===== config.mk =====
export PLATFORM = sky130hd
export DESIGN_NAME = cplx_result_reader_flat
export DESIGN_NICKNAME = d
export VERILOG_FILES = /design/src/rtl/cplx_pkg.sv /design/src/rtl/cplx_result_reader_if.sv /design/src/rtl/rb_fifo2.sv /design/src/rtl/cplx_result_reader.sv /design/src/flat_wrapper.sv
export SDC_FILE = /design/constraint.sdc
export NUM_CORES = 1
export LEC_CHECK = 0
export BUFFER_PORTS_ARGS = -buffer_cell sky130_fd_sc_hd__buf_2
export CAP_MARGIN = 25
export CORE_UTILIZATION = 55
export CTS_CLUSTER_DIAMETER = 80
export CTS_CLUSTER_SIZE = 30
export DETAILED_ROUTE_END_ITERATION = 12
export PLACE_DENSITY = 0.91
export SYNTH_ARGS = -nofsm -noshare
export SYNTH_HDL_FRONTEND = slang
export SYNTH_HIERARCHICAL = 1
export SYNTH_SLANG_ARGS = --single-unit

===== constraint.sdc =====
create_clock -name clk -period 4.29 [get_ports clk]
set_input_delay 0.2145 -clock clk [delete_from_list [all_inputs] [get_ports clk]]
set_output_delay 0.2145 -clock clk [all_outputs]
set_load 0.02 [all_outputs]

===== src/rtl/cplx_pkg.sv =====
// Shared definitions for the complex result reader: Q11.21 sample type,
// reader FSM states and the positive saturation limit used by the magnitude path.
package cplx_pkg;

  localparam int SAMPLE_W = 32;

  typedef logic signed [SAMPLE_W-1:0] q11_21_t;

  localparam q11_21_t Q_SAT_MAX = 32'sh7FFF_FFFF;

  typedef enum logic [1:0] {
    ST_IDLE  = 2'd0,
    ST_RUN   = 2'd1,
    ST_DRAIN = 2'd2
  } rd_state_e;

  // |a| + |b| clamped to Q_SAT_MAX; |most negative| is exact as an unsigned magnitude
  function automatic q11_21_t q_abs_sum_sat(input q11_21_t a, input q11_21_t b);
    logic [SAMPLE_W-1:0] ua;
    logic [SAMPLE_W-1:0] ub;
    logic [SAMPLE_W-1:0] mag_a;
    logic [SAMPLE_W-1:0] mag_b;
    logic [SAMPLE_W:0]   sum;
    ua    = a;
    ub    = b;
    mag_a = ua[SAMPLE_W-1] ? (~ua + 32'd1) : ua;
    mag_b = ub[SAMPLE_W-1] ? (~ub + 32'd1) : ub;
    sum   = {1'b0, mag_a} + {1'b0, mag_b};
    if (sum > {1'b0, Q_SAT_MAX}) begin
      q_abs_sum_sat = Q_SAT_MAX;
    end else begin
      q_abs_sum_sat = q11_21_t'(sum[SAMPLE_W-1:0]);
    end
  endfunction

endpackage


===== src/rtl/cplx_result_reader_if.sv =====
// Output element stream of the complex result reader (valid/ready handshake).
// out_mag exists only when RB_MAG_EN is defined.
interface cplx_result_reader_if #(
  parameter int NBIT  = 32,
  parameter int IDX_W = 4
);
  logic                   out_valid;
  logic                   out_ready;
  logic signed [NBIT-1:0] out_real;
  logic signed [NBIT-1:0] out_imag;
  logic [IDX_W-1:0]       out_idx;
  logic                   out_last;
`ifdef RB_MAG_EN
  logic [NBIT-1:0]        out_mag;
`endif

  modport master (
    output out_valid, out_real, out_imag, out_idx, out_last,
`ifdef RB_MAG_EN
    output out_mag,
`endif
    input  out_ready
  );

  modport slave (
    input  out_valid, out_real, out_imag, out_idx, out_last,
`ifdef RB_MAG_EN
    input  out_mag,
`endif
    output out_ready
  );
endinterface


===== src/rtl/rb_fifo2.sv =====
// Two-entry valid/ready FIFO. A simultaneous push and pop leaves occupancy unchanged;
// the head entry is never overwritten, so the output holds steady while stalled.
module rb_fifo2 #(
  parameter int W = 8
) (
  input  logic         clk,
  input  logic         rst,
  input  logic         i_valid,
  output logic         o_ready,
  input  logic [W-1:0] i_data,
  output logic         o_valid,
  input  logic         i_ready,
  output logic [W-1:0] o_data,
  output logic [1:0]   o_count
);

  logic [W-1:0] r_mem [2];
  logic         r_wptr;
  logic         r_rptr;
  logic [1:0]   r_count;
  logic         w_push;
  logic         w_pop;

  assign o_ready = (r_count != 2'd2);
  assign o_valid = (r_count != 2'd0);
  assign o_data  = r_mem[r_rptr];
  assign o_count = r_count;
  assign w_push  = i_valid && o_ready;
  assign w_pop   = o_valid && i_ready;

  always_ff @(posedge clk) begin
    if (!rst) begin
      r_mem[0] <= '0;
      r_mem[1] <= '0;
      r_wptr   <= 1'b0;
      r_rptr   <= 1'b0;
      r_count  <= 2'd0;
    end else begin
      if (w_push) begin
        r_mem[r_wptr] <= i_data;
        r_wptr        <= ~r_wptr;
      end
      if (w_pop) begin
        r_rptr <= ~r_rptr;
      end
      case ({w_push, w_pop})
        2'b10:   r_count <= r_count + 2'd1;
        2'b01:   r_count <= r_count - 2'd1;
        default: r_count <= r_count;
      endcase
    end
  end

endmodule


===== src/rtl/cplx_result_reader.sv =====
// Reads a DIM x DIM complex result frame from the real/imag RAMs and streams it out
// in row-major order. Define RB_MAG_EN to add a saturated |re|+|im| output (out_mag).
module cplx_result_reader
  import cplx_pkg::*;
#(
  parameter int DIM        = 3,
  parameter int NBIT       = 32,
  parameter int ADDR_WIDTH = 4
) (
  input  logic                   clk,
  input  logic                   rst,
  input  logic                   start,
  output logic                   busy,
  output logic                   done,
  output logic [ADDR_WIDTH-1:0]  ram_addr,
  input  logic signed [NBIT-1:0] q_real,
  input  logic signed [NBIT-1:0] q_imag,
  cplx_result_reader_if.master   strm
);

  localparam int NELEM  = DIM * DIM;
  localparam int IDX_W  = $clog2(NELEM);
  localparam int OFF_IM = 1 + IDX_W;
  localparam int OFF_RE = OFF_IM + NBIT;
`ifdef RB_MAG_EN
  localparam int OFF_MAG = OFF_RE + NBIT;
  localparam int ENTRY_W = OFF_MAG + NBIT;
`else
  localparam int ENTRY_W = OFF_RE + NBIT;
`endif
  localparam logic [ADDR_WIDTH-1:0] LAST_ADDR = ADDR_WIDTH'(NELEM - 1);
  localparam logic [IDX_W-1:0]      LAST_IDX  = IDX_W'(NELEM - 1);

  rd_state_e             r_state;
  rd_state_e             w_next;
  logic [ADDR_WIDTH-1:0] r_addr;
  logic                  r_inflight;
  logic [IDX_W-1:0]      r_infl_idx;
  logic                  r_busy;
  logic                  r_done;
  logic                  w_issue;
  logic                  w_frame_end;
  logic                  w_push;
  logic                  w_pop;
  logic                  w_fifo_ready;
  logic                  w_fifo_valid;
  logic [1:0]            w_count;
  logic [1:0]            w_occ_eff;
  logic [ENTRY_W-1:0]    w_push_data;
  logic [ENTRY_W-1:0]    w_head;

  // Entry packing: {mag?, real, imag, idx, last}; last is decided at push time
`ifdef RB_MAG_EN
  logic [NBIT-1:0] w_push_mag;
  assign w_push_mag  = NBIT'(q_abs_sum_sat(q11_21_t'(q_real), q11_21_t'(q_imag)));
  assign w_push_data = {w_push_mag, q_real, q_imag, r_infl_idx, (r_infl_idx == LAST_IDX)};
  assign strm.out_mag = w_head[OFF_MAG +: NBIT];
`else
  assign w_push_data = {q_real, q_imag, r_infl_idx, (r_infl_idx == LAST_IDX)};
`endif

  assign w_push    = r_inflight && w_fifo_ready;
  assign w_pop     = w_fifo_valid && strm.out_ready;
  // A pop this cycle frees a slot in time for the read issued now
  assign w_occ_eff = w_count - {1'b0, w_pop};

  rb_fifo2 #(.W(ENTRY_W)) u_fifo (
    .clk     (clk),
    .rst     (rst),
    .i_valid (w_push),
    .o_ready (w_fifo_ready),
    .i_data  (w_push_data),
    .o_valid (w_fifo_valid),
    .i_ready (strm.out_ready),
    .o_data  (w_head),
    .o_count (w_count)
  );

  assign strm.out_valid = w_fifo_valid;
  assign strm.out_last  = w_head[0];
  assign strm.out_idx   = w_head[1 +: IDX_W];
  assign strm.out_imag  = w_head[OFF_IM +: NBIT];
  assign strm.out_real  = w_head[OFF_RE +: NBIT];
  assign ram_addr       = r_addr;
  assign busy           = r_busy;
  assign done           = r_done;

  // State register
  always_ff @(posedge clk) begin
    if (!rst) begin
      r_state <= ST_IDLE;
    end else begin
      r_state <= w_next;
    end
  end

  // Next state, read issue and end-of-frame detection
  always_comb begin
    w_next      = r_state;
    w_issue     = 1'b0;
    w_frame_end = 1'b0;
    case (r_state)
      ST_IDLE: begin
        if (start) begin
          w_next = ST_RUN;
        end else begin
          w_next = ST_IDLE;
        end
      end
      ST_RUN: begin
        if (({1'b0, w_occ_eff} + {2'b00, r_inflight}) < 3'd2) begin
          w_issue = 1'b1;
          if (r_addr == LAST_ADDR) begin
            w_next = ST_DRAIN;
          end else begin
            w_next = ST_RUN;
          end
        end else begin
          w_next = ST_RUN;
        end
      end
      ST_DRAIN: begin
        if (w_pop && w_head[0]) begin
          w_next      = ST_IDLE;
          w_frame_end = 1'b1;
        end else begin
          w_next = ST_DRAIN;
        end
      end
      default: begin
        w_next = ST_IDLE;
      end
    endcase
  end

  // Address counter, in-flight tracking and status flags
  always_ff @(posedge clk) begin
    if (!rst) begin
      r_addr     <= '0;
      r_inflight <= 1'b0;
      r_infl_idx <= '0;
      r_busy     <= 1'b0;
      r_done     <= 1'b0;
    end else begin
      r_inflight <= w_issue;
      if (w_issue) begin
        r_infl_idx <= IDX_W'(r_addr);
      end else begin
        r_infl_idx <= r_infl_idx;
      end
      if ((r_state == ST_IDLE) && start) begin
        r_addr <= '0;
      end else if (w_issue && (r_addr != LAST_ADDR)) begin
        r_addr <= r_addr + 1'b1;
      end else begin
        r_addr <= r_addr;
      end
      r_busy <= (w_next != ST_IDLE);
      r_done <= w_frame_end;
    end
  end

endmodule


===== src/flat_wrapper.sv =====
// flat-port wrapper written by rule: the top's interface ports become plain ports
module cplx_result_reader_flat import cplx_pkg::*;
#(
  parameter int DIM        = 3,
  parameter int NBIT       = 32,
  parameter int ADDR_WIDTH = 4
)
  (clk, rst, start, busy, done, ram_addr, q_real, q_imag, strm_out_valid, strm_out_real, strm_out_imag, strm_out_idx, strm_out_last, strm_out_ready);
  cplx_result_reader_if #(.NBIT(NBIT), .IDX_W((4))) strm_i ();
  input  logic clk;
  input  logic rst;
  input  logic start;
  output logic busy;
  output logic done;
  output logic [ADDR_WIDTH-1:0] ram_addr;
  input  logic signed [NBIT-1:0] q_real;
  input  logic signed [NBIT-1:0] q_imag;
  output wire logic [$bits(strm_i.out_valid)-1:0] strm_out_valid;
  output wire logic [$bits(strm_i.out_real)-1:0] strm_out_real;
  output wire logic [$bits(strm_i.out_imag)-1:0] strm_out_imag;
  output wire logic [$bits(strm_i.out_idx)-1:0] strm_out_idx;
  output wire logic [$bits(strm_i.out_last)-1:0] strm_out_last;
  input wire logic [$bits(strm_i.out_ready)-1:0] strm_out_ready;
  assign strm_out_valid = strm_i.out_valid;
  assign strm_out_real = strm_i.out_real;
  assign strm_out_imag = strm_i.out_imag;
  assign strm_out_idx = strm_i.out_idx;
  assign strm_out_last = strm_i.out_last;
  assign strm_i.out_ready = strm_out_ready;
  cplx_result_reader #(.DIM(DIM), .NBIT(NBIT), .ADDR_WIDTH(ADDR_WIDTH)) u_core (.clk(clk), .rst(rst), .start(start), .busy(busy), .done(done), .ram_addr(ram_addr), .q_real(q_real), .q_imag(q_imag), .strm(strm_i));
endmodule

==> results.md, run 1 <==
* Crit end category: flip-flop
* Yosys top cell area share at 0.601
* Fin Setup TNS at 0 ps
* Port Buffers at approximately 140
* Reg2reg start: u_core/u_fifo/o_count[0]
* Critical path type: flip-flop to flip-flop
* Worst vdd ir at 249 µV
* Final hold violation count at 0
* Final setup margin at between 1500 and 2000 ps
* Worst-skew pair later-pin latency at between 400 and 500 ps
* Clk buf depth at 2
* Util after Layout at 0.679
* Critical Path RT at around 4300 ps
* Vias per inst at approximately 5.4
* Die ar. at about 13,000 µm²
* Commonest non-fill, non-tap cell in the layout: buf_2
* Status: finished, final reports clean
* Buf/Inv on CP at 0
* Sink Count at between 150 and 200
* Minimum clock period at between 2000 and 2500 ps
* Detail Placement HPWL at 8.56 mm
* Gp weighted congestion at a little over 0.8
* Post-DR wirelength/cell at between 15 and 20 µm
* Detailed Routing Iterations Pass 1 at 5
* Post-route insts no fill at between 800 and 900
* Synth-to-Final Area Change at 19.2%
* Fin nets at between 700 and 800
* Critical path's top delay family: simple AND/OR/NAND/NOR gates
* GR Util met3 at 0.0611
* Reg2Reg Setup Slack at approximately 1900 ps
* Clock transition at path regs at 60 ps
* Post-cts gate resize count at 0
* Critical Path Max Stage Delay at between 600 and 700 ps
* Routed via count at between 4,000 and 5,000
* Placed Instance Area at around 7600 µm²
* Place WS at slightly below 2000 ps
* Library cells used by synthesis at between 40 and 50
* Hold buffers post-CTS at 0
* CTS Buf Count at 17
* Yosys reg bits at around 160
* Total core area at around 12,000 µm²
* Initial antenna violation count at 0
* Placed cells at 823
* Part of the Yosys area used for sequential elements at 0.653
* Skew final at roughly 7 ps
* Mapped cell area at between 6000 and 7000 µm²
* Area occupied by registers at roughly 4500 µm²
* Hold Path Stages at 3
* R2r endpoint: u_core/u_fifo/r_mem[1][54]
* GR peak layer: met2
* Slowest-stage cell, CP: nand2_4
* Maximum clock frequency at 424 MHz
* Clock root buffer: clkbuf_16
* Gr ovfl total at 0
* Largest net degree at the start of global routing at slightly above 70
* PD cells at around 540 nW/µm²
* Mapped Nets at 616
* Synthesized area per cell at 12.7 µm²
* CP startpoint kind: flip-flop
* Area leader, netlist: edfxtp_1
* DIE WIDTH at between 100 and 150 µm
* Footprint of the multi-input gates at 2130 µm²
* Crit Path Max Fanout at 69
* Maxcap violations at 0
* RSZ-0062 raised after global routing: no
* Worst-path cell chain: nand2b_1 -> and2_1 -> nand3_4 -> nand2_4
* Ys async rst share at 0
* Post-Layout Inst Area at ~8200 µm²
* Starting Density at 0.569
* CP Launch Point: u_core/u_fifo/o_count[0]
* Final setup viols at 0
* Hold Path Sink: u_core/u_fifo/r_mem[1][67]
* Met1 usage at 0.283
* Fin. max-slew vios at 0
* DRT antenna net count at 0
* Grt met2 use at 0.383
* DR iter-0 viols at 426
* Largest cells by area after synthesis: edfxtp_1 60%, mux2_2 11%, nor2_1 7.5%
* Slew @ Worst Pin at 974 ps
* R2R cell count at 4
* H-tree levels at 4
* Total GRT Usage at 0.224
* Layout cell share with drive strength beyond 1 at 0.377
* Drt total wl at about 14 mm
* WP data arrival at 2390 ps
* Post-synthesis cell count at approximately 540
* Die Ht at between 100 and 150 µm
* # fillers at 862
* Number of global-route vias before repair at ~4,600
* Top FF cell, synth: edfxtp_1
* Max-slew headroom at 0.350
* # diodes at 0
* Drt drc at 0
* Yosys warns at 6
* Top-level I/O count at between 100 and 150
* Final worst path period share at 0.549
* Most frequent cells in the layout: 143 x buf_2, 138 x edfxtp_1, 137 x nor2_1
* # Post-CTS Setup Buffers at 0
* First-pass GRT wire length at 22.1 mm
* Worst Hold Class: primary input to flip-flop
* Hold path start: q_real[30]
* Row count at 40
* EDFF count, synth at 138
* CTS tree: built
* Static Leakage at ~3.3 nW
==> state kept, by name, indices dropped and copies added (netlist names), 2 cells and up, named ones only <==
register               count
u_core/u_fifo/o_count      2
u_core/u_fifo/r_mem      138
u_core/ram_addr            4
u_core/r_infl_idx          4
u_core/r_state             2
==> worst max-delay path by stage <==
stage / endpoint / cells after the start
after floorplan: u_core/u_fifo/r_mem[0][0] / 6
after global placement: u_core/u_fifo/r_mem[0][60] / 4
after detailed placement: u_core/u_fifo/r_mem[1][46] / 4
after CTS: u_core/u_fifo/r_mem[0][66] / 4
after global routing: u_core/u_fifo/r_mem[1][49] / 4
final: u_core/u_fifo/r_mem[1][54] / 4
==> Yosys cell counts, drive strengths merged, types with 2 or more instances <==
cell type	count
nor4	3
a21oi	7
and2	3
ha	4
nor2	138
dfxtp	18
nand3	10
inv	3
mux2i	4
xnor2	4
o31ai	4
nand4	6
a21boi	2
clkbuf	8
nor2b	4
nand2b	3
nand3b	3
buf	27
mux2	69
nand2	72
nor4b	2
edfxtp	138
==> through the flow <==
step | hold WS [ps] | power (mW)
3_5_place_dp | 503 | 2.98
5_1_grt | 120 | 4.61
3_3_place_gp | 479 | 2.95
4_1_cts | 96.2 | 4.47
2_1_floorplan | 376 | 2.70
6_report | 117 | 4.44
==> area by class of cell <==
cell class,instances,area share
inverters,4,0.00183
multi-input cells,349,0.260
flip-flops and latches,156,0.548
well taps,168,0.0256
clock buffers,23,0.0659
repair buffers,146,0.0898
clock inverters,9,0.00868
==> worst reg2reg max path, delay by kind of cell, from the launching register on <==
kind	cells	cell delay, ps
and+or+nand+nor	4	1460
DFF	1	440
==> kinds of logic after synthesis <==
kind of cell | synth area share
xor+xnor | 0.00744
flops | 0.653
buf+inv | 0.0390
mux | 0.119
fa+ha+maj | 0.00726
simple gates | 0.158
compound gates | 0.0160
==> power by group <==
| group | internal, mW | leakage, nW | switching [mW] |
|---|---|---|---|
| Sequential | 1.82 | 1.58 | 0.127 |
| Clock | 0.897 | 0.302 | 0.596 |
| Combinational | 0.405 | 1.39 | 0.595 |
==> routing by layer <==
metal | vias to the layer above | part of all wire | routed length (µm)
li1 | 2153 | - | -
met1 | 2267 | 0.41 | 5730
met2 | 162 | 0.52 | 7290
met5 | - | 0 | 0
met3 | 7 | 0.068 | 960
met4 | 0 | 0.0060 | 85
No activity file was read; power rests on OpenSTA's default activity.
==> run 2: changes to the inputs <==
--- a/config.mk
+++ b/config.mk
@@ -5,13 +5,14 @@
 export SDC_FILE = /design/constraint.sdc
 export NUM_CORES = 1
 export LEC_CHECK = 0
+export ABC_AREA = 1
 export BUFFER_PORTS_ARGS = -buffer_cell sky130_fd_sc_hd__buf_2
 export CAP_MARGIN = 25
-export CORE_UTILIZATION = 55
+export CORE_UTILIZATION = 49
 export CTS_CLUSTER_DIAMETER = 80
 export CTS_CLUSTER_SIZE = 30
 export DETAILED_ROUTE_END_ITERATION = 12
-export PLACE_DENSITY = 0.91
+export PLACE_DENSITY = 0.87
 export SYNTH_ARGS = -nofsm -noshare
 export SYNTH_HDL_FRONTEND = slang
 export SYNTH_HIERARCHICAL = 1
==> constraint.sdc (replaced) <==
create_clock -name clk -period 2 [get_ports clk]
set_input_delay 0.1 -clock clk [delete_from_list [all_inputs] [get_ports clk]]
set_output_delay 0.1 -clock clk [all_outputs]
set_load 0.02 [all_outputs]
==> run 2 against run 1 <==
Compared with the run above: clock skew increased by 1.1 ps; critical path depth decreased by 1; register-to-register slack got worse by 1800 ps; worst setup slack got worse by 1800 ps; final cell count increased by 11%; routed wire length decreased by 1.2%; sequential share of layout area decreased by 4.3 points; area after synthesis decreased by 0.73%; die area increased by 11%; total power increased by 97%; via count increased by 0.65%; critical path type is now flip-flop to output pin; critical endpoint is now strm_out_imag[28]; largest cell class unchanged.
==> results.md, run 2 <==
* Total core area at approximately 13,000 µm²
* Critical Path Stages at 3
* Main combinational cell family by area after synthesis: simple AND/OR/NAND/NOR gates
* Starting Density at 0.509
* Sink Count at between 150 and 200
* Area leader, netlist: edfxtp_1
* Fin. max-slew vios at 0
* Largest register FFs at between 100 and 150
* Largest cells by area after synthesis: edfxtp_1 61%, mux2_2 11%, nor2_1 8.4%
* Synth-to-Final Area Change at 30.2%
* RSZ-0062 raised after global routing: no
* Largest net degree at the start of global routing at 71
* Crit Path Max Fanout at 31
* Hold path start: q_imag[19]
* Buf/Inv on CP at 2
* Skew final at ~8 ps
* # Post-CTS Setup Buffers at 0
* Yosys warns at 6
* Post-synthesis cell count at about 570
* Vias per inst at ~4.9
* Mapped cell area at around 6800 µm²
* Maximum clock frequency at 545 MHz
* Top cells by count, synth: 154 x nor2_1, 138 x edfxtp_1, 89 x inv_1
* Gp weighted congestion at about 0.8
* First-pass GRT wire length at 21.5 mm
* Critical Path Max Stage Delay at approximately 520 ps
* Most frequent cells in the layout: 154 x nor2_1, 143 x buf_2, 138 x edfxtp_1
* Clock transition at path regs at around 60 ps
* Post-DR wirelength/cell at around 15 µm
* Max-slew headroom at 0.762
* Worst vdd ir at around 480 µV
* Number of global-route vias before repair at between 4,000 and 5,000
* Critical path type: flip-flop to output pin
* Multiplexer area fraction after synthesis at 0.114
* DRT antenna net count at 0
* WP data arrival at 1730 ps
* Place WS at 191 ps
* Layout cell share with drive strength beyond 1 at 0.342
* CTS tree: built
* Final setup margin at approximately 170 ps
* EDFF count, synth at between 100 and 150
* Synth Area in Adders at 0.00731
* Gr ovfl total at 0
* Library cells used by synthesis at 27
* Critical Path RT at 1900 ps
* DR iter-0 viols at 330
* Worst-skew pair later-pin latency at 420 ps
* Yosys top cell area share at 0.606
* Reg2Reg Setup Slack at 180 ps
* Yosys reg bits at 156
* Die Ht at 120 µm
* Tot Pwr at 8.76 mW
* Final setup viols at 0
* CTS Buf Count at 17
* Hold Path Sink: u_core/u_fifo/r_mem[1][24]
* Top-level I/O count at around 140
* Crit end category: output pin
* Static Leakage at between 4 and 5 nW
* Slew @ Worst Pin at between 300 and 400 ps
* Die ar. at roughly 14,000 µm²
* Post-cts gate resize count at 0
* Hold buffers post-CTS at 44
* Final worst path period share at 0.917
* Compound-cell area share of the yosys netlist at 0.0133
* Synth Area in Simple Gates at 0.128
* Top FF cell, synth: edfxtp_1
* Minimum clock period at 1830 ps
* Critical path's top delay family: flip-flops
* Detailed Routing Iterations Pass 1 at 4
* Worst Hold Class: primary input to flip-flop
* Ys async rst share at 0
* DIE WIDTH at 120 µm
* Maxcap violations at 0
* Detail Placement HPWL at approximately 8.5 mm
* Routed via count at around 4,600
* Commonest non-fill, non-tap cell in the layout: nor2_1
* CP startpoint kind: flip-flop
* Slowest-stage cell, CP: dfxtp_4
* R2R cell count at 8
* Most numerous cell in the Yosys netlist: nor2_1
* Drt drc at 0
* Drt total wl at roughly 14 mm
* Clock root buffer: clkbuf_16
* Row count at 42
* Part of the Yosys area used for sequential elements at 0.658
* R2r endpoint: u_core/u_fifo/r_mem[1][16]
* Worst-path cell chain: buf_12 -> mux2_2 -> buf_2
* Mapped Nets at 640
* Port Buffers at about 140
* Clk buf depth at 2
* H-tree levels at 4
* Total GRT Usage at 0.200
* Reg2reg start: u_core/u_fifo/o_count[0]
* Synthesized area per cell at between 10 and 15 µm²
* Hold Path Stages at 3
* Initial antenna violation count at 0
* Status: finished, final reports clean
* PD cells at ~980 nW/µm²
* Fin nets at between 800 and 900
* Reg with most FFs: u_core/u_fifo/r_mem
* Synth Area in XOR/XNOR at 0.00128
* Final hold violation count at 0
run 2: cell types whose count changed in the layout (fill, tap and decap cells not counted), moves of 6 or more:
cell | previous run | this run
buf_12 | 0 | 10
nand2_1 | 70 | 30
nor2_1 | 137 | 154
bufinv_16 | 0 | 6
dlygate4sd3_1 | 0 | 44
inv_1 | 3 | 89
run 2: area by class of cell:
cell class	instances	area, µm²
diodes	1	2.50
clock buffers	19	433
clock inverters	13	221
fillers	985	4540
inverters	92	345
multi-input cells	297	1820
flip-flops and latches	156	4510
well taps	176	220
repair buffers	198	1360
run 2: worst max-delay path by stage:
stage                        startpoint                    endpoint
2_1_floorplan  u_core/u_fifo/o_count[0]   u_core/u_fifo/r_mem[1][0]
3_3_place_gp   u_core/u_fifo/o_count[0]  u_core/u_fifo/r_mem[1][25]
3_5_place_dp   u_core/u_fifo/o_count[0]  u_core/u_fifo/r_mem[1][25]
4_1_cts                       flip-flop           strm_out_real[14]
5_1_grt        u_core/u_fifo/o_count[0]          u_core/ram_addr[3]
6_report                      flip-flop           strm_out_imag[28]
run 2: metal layers:
layer | wire, µm | global-route usage
met1 | 5540 | 0.219
met2 | 7320 | 0.365
met3 | 830 | 0.0580
met4 | 210 | 0.0711
met5 | 0 | 0
run 2: power breakdown:
group          internal (mW)  leakage (nW)  switching, mW  total, mW
clock network           2.33         0.314           1.19       3.52
logic                  0.593          2.12          0.812       1.40
registers               3.74          1.58         0.0913       3.83
run 2: cells by family (layout without fill, tap and decap cells):
group | after synthesis | after routing
other cells | 0 | 1
xor+xnor | 1 | 1
fa+ha+maj | 4 | 4
mux | 69 | 69
flops | 156 | 156
compound gates | 15 | 15
buf+inv | 115 | 322
simple gates | 208 | 208
run 2: worst min-delay path, cell delays in order:
cell,delay (ps)
buf_2,70
inv_1,40
nor2_1,90
run 2: through the flow:
step                TNS (ps)  instance area (µm²)  utilization  hold slack [ps]  cells
detailed placement         0                 7810        0.581              416    875
CTS                        0                 8910        0.662         0.000167    951
finish                     0                 8910        0.662             13.9    952
floorplan              -6800                 6860            -              198    568
global placement           0                 7810        0.581              408    875
global route               0                 8910        0.662             10.1    951
==> run 3: changes to the inputs <==
--- a/config.mk
+++ b/config.mk
@@ -5,14 +5,14 @@
 export SDC_FILE = /design/constraint.sdc
 export NUM_CORES = 1
 export LEC_CHECK = 0
-export ABC_AREA = 1
+export ABC_AREA = 0
 export BUFFER_PORTS_ARGS = -buffer_cell sky130_fd_sc_hd__buf_2
 export CAP_MARGIN = 25
 export CORE_UTILIZATION = 49
 export CTS_CLUSTER_DIAMETER = 80
 export CTS_CLUSTER_SIZE = 30
 export DETAILED_ROUTE_END_ITERATION = 12
-export PLACE_DENSITY = 0.87
+export PLACE_DENSITY = 0.84
 export SYNTH_ARGS = -nofsm -noshare
 export SYNTH_HDL_FRONTEND = slang
 export SYNTH_HIERARCHICAL = 1
==> run 3 against run 2 <==
Compared with the run above: sequential share of layout area is 2.1 points higher; maximum frequency is 4.3% lower; total power is 9.1% higher; clock power is 13% lower; largest power group unchanged.
==> results.md, run 3 (same netlist as run 1, synthesis figures left out) <==
* Final worst path period share at 0.959
* Reg with most FFs: u_core/u_fifo/r_mem
* Worst-path cell chain: or2_2 -> and2_1 -> ha_1 -> xor2_2 -> nor4_2 -> mux2i_1
* PD cells at ~1100 nW/µm²
* Met1 usage at 0.227
* CP Launch Point: u_core/u_fifo/o_count[0]
* Gr ovfl total at 0
* Maximum clock frequency at between 500 and 600 MHz
* Reg2reg start: u_core/u_fifo/o_count[0]
* Die Ht at 121 µm
* DR iter-0 viols at ~280
* Critical path's top delay family: simple AND/OR/NAND/NOR gates
* Most frequent cells in the layout: 143 x buf_2, 138 x edfxtp_1, 137 x nor2_1
* Minimum clock period at roughly 1900 ps
* Grt met2 use at 0.347
* Sink Count at 156
* Footprint of the multi-input gates at between 2000 and 2500 µm²
* Total core area at between 10,000 and 15,000 µm²
* WP data arrival at around 2300 ps
* Clock root buffer: clkbuf_16
* Drt drc at 0
* CP startpoint kind: flip-flop
* Final hold slack at around 14 ps
* DRT antenna net count at 0
* RSZ-0062 raised after global routing: no
* Routed via count at 4,617
* Crit end category: flip-flop
* Critical Path RT at ~2300 ps
* Maxcap violations at 0
* Hold path start: q_real[27]
* Max-slew headroom at 0.606
* Worst Hold Class: primary input to flip-flop
* Buf/Inv on CP at 0
* Row count at 42
* GR Util met3 at 0.0575
* Port Buffers at roughly 140
* H-tree levels at 4
* Crit Path Max Fanout at 7
* Static Leakage at ~3.4 nW
* Slowest-stage cell, CP: dfxtp_1
* Clock transition at path regs at 60 ps
* Initial antenna violation count at 0
* Total GRT Usage at 0.195
* First-pass GRT wire length at ~22 mm
* Detail Placement HPWL at 8.64 mm
* Post-DR wirelength/cell at about 16 µm
* Worst vdd ir at between 500 and 600 µV
* Top-level I/O count at approximately 140
* Area occupied by registers at roughly 4500 µm²
* Slew @ Worst Pin at around 590 ps
* Largest register FFs at between 100 and 150
* Fin nets at 780
* CTS tree: built
* Worst-skew pair later-pin latency at 410 ps
* Fin. max-slew vios at 0
* # Post-CTS Setup Buffers at 0
* Number of global-route vias before repair at between 4,000 and 5,000
* Vias per inst at 5.15
* Detailed Routing Iterations Pass 1 at 4
* GR peak layer: met2
* Final setup viols at 0
* # fillers at between 1,000 and 1,500
* # diodes at 0
* Synth-to-Final Area Change at 24.2%
* Status: finished, final reports clean
* Die ar. at between 10,000 and 15,000 µm²
* Critical Path Max Stage Delay at ~330 ps
* Starting Density at 0.510
* Clk buf depth at 2
* Critical path type: flip-flop to flip-flop
* Skew final at around 6.0 ps
* DIE WIDTH at about 120 µm
* Drt total wl at between 10 and 15 mm
* Gp weighted congestion at roughly 0.8
* Final hold violation count at 0
* Largest net degree at the start of global routing at 70
* Commonest non-fill, non-tap cell in the layout: buf_2
* Fin Setup TNS at 0 ps
* CTS Buf Count at 17
* Layout cell share with drive strength beyond 1 at 0.367
-- run 3: cell types whose count changed in the layout (fill, tap and decap cells not counted), moves of 4 or more --
cell	change
buf_12	-6
buf_4	+9
dlygate4sd3_1	-21
inv_1	-86
mux2i_1	+4
nand2_1	+40
nor2_1	-17
o21ai_0	-4
o31ai_1	+4
xnor2_1	+4
-- run 3: power breakdown --
part	total, mW	internal [mW]	switching [mW]
sequential	4.03	3.90	0.131
combinational	2.45	1.01	1.44
clock	3.07	1.92	1.15
-- run 3: timing repair --
item	4_1_cts	5_1_grt
endpoints found under the hold margin	30	0
resized for setup	1	1
hold buffers	23	0
pin swaps	0	1
setup endpoints to repair	1	3
-- run 3: area by class of cell --
cell class	instances	area share
clock inverter	12	0.0151
clock buffer	19	0.0506
timing repair buffer	180	0.129
sequential	156	0.527
tap	176	0.0257
multi-input combinational	349	0.252
inverter	4	0.00175
-- run 3: layer usage --
layer | wire, µm | up-vias
met5 | 0 | -
met4 | 140 | 0
met3 | 827 | 11
met2 | 7260 | 153
met1 | 5770 | 2225
li1 | - | 2228
-- run 3: worst min-delay path, stage by stage --
cell	delay, ps
buf_2	80
nand2_1	60
nor2_1	80
-- run 3: worst paths after layout --
path                                                    to  slack [ps]  cells past startpoint
worst min register to register        u_core/r_infl_idx[1]         490                      2
worst min-delay path            u_core/u_fifo/r_mem[0][64]          10                      3
worst max-delay path                    u_core/ram_addr[3]          80                      6
worst max register to register          u_core/ram_addr[3]          80                      6
-- run 3: metrics by stage --
stage / instances / total power, mW / cell area, µm² / setup slack, ps / util
5_1_grt: 896 / 9.91 / 8560 / 17.5 / 0.634
2_1_floorplan: 544 / 5.79 / 6930 / 31.5 / -
6_report: 896 / 9.55 / 8560 / 82.6 / 0.634
3_5_place_dp: 842 / 6.51 / 7770 / 34.7 / 0.575
4_1_cts: 896 / 9.63 / 8560 / 48.0 / 0.634
3_3_place_gp: 842 / 6.44 / 7770 / 132 / 0.575
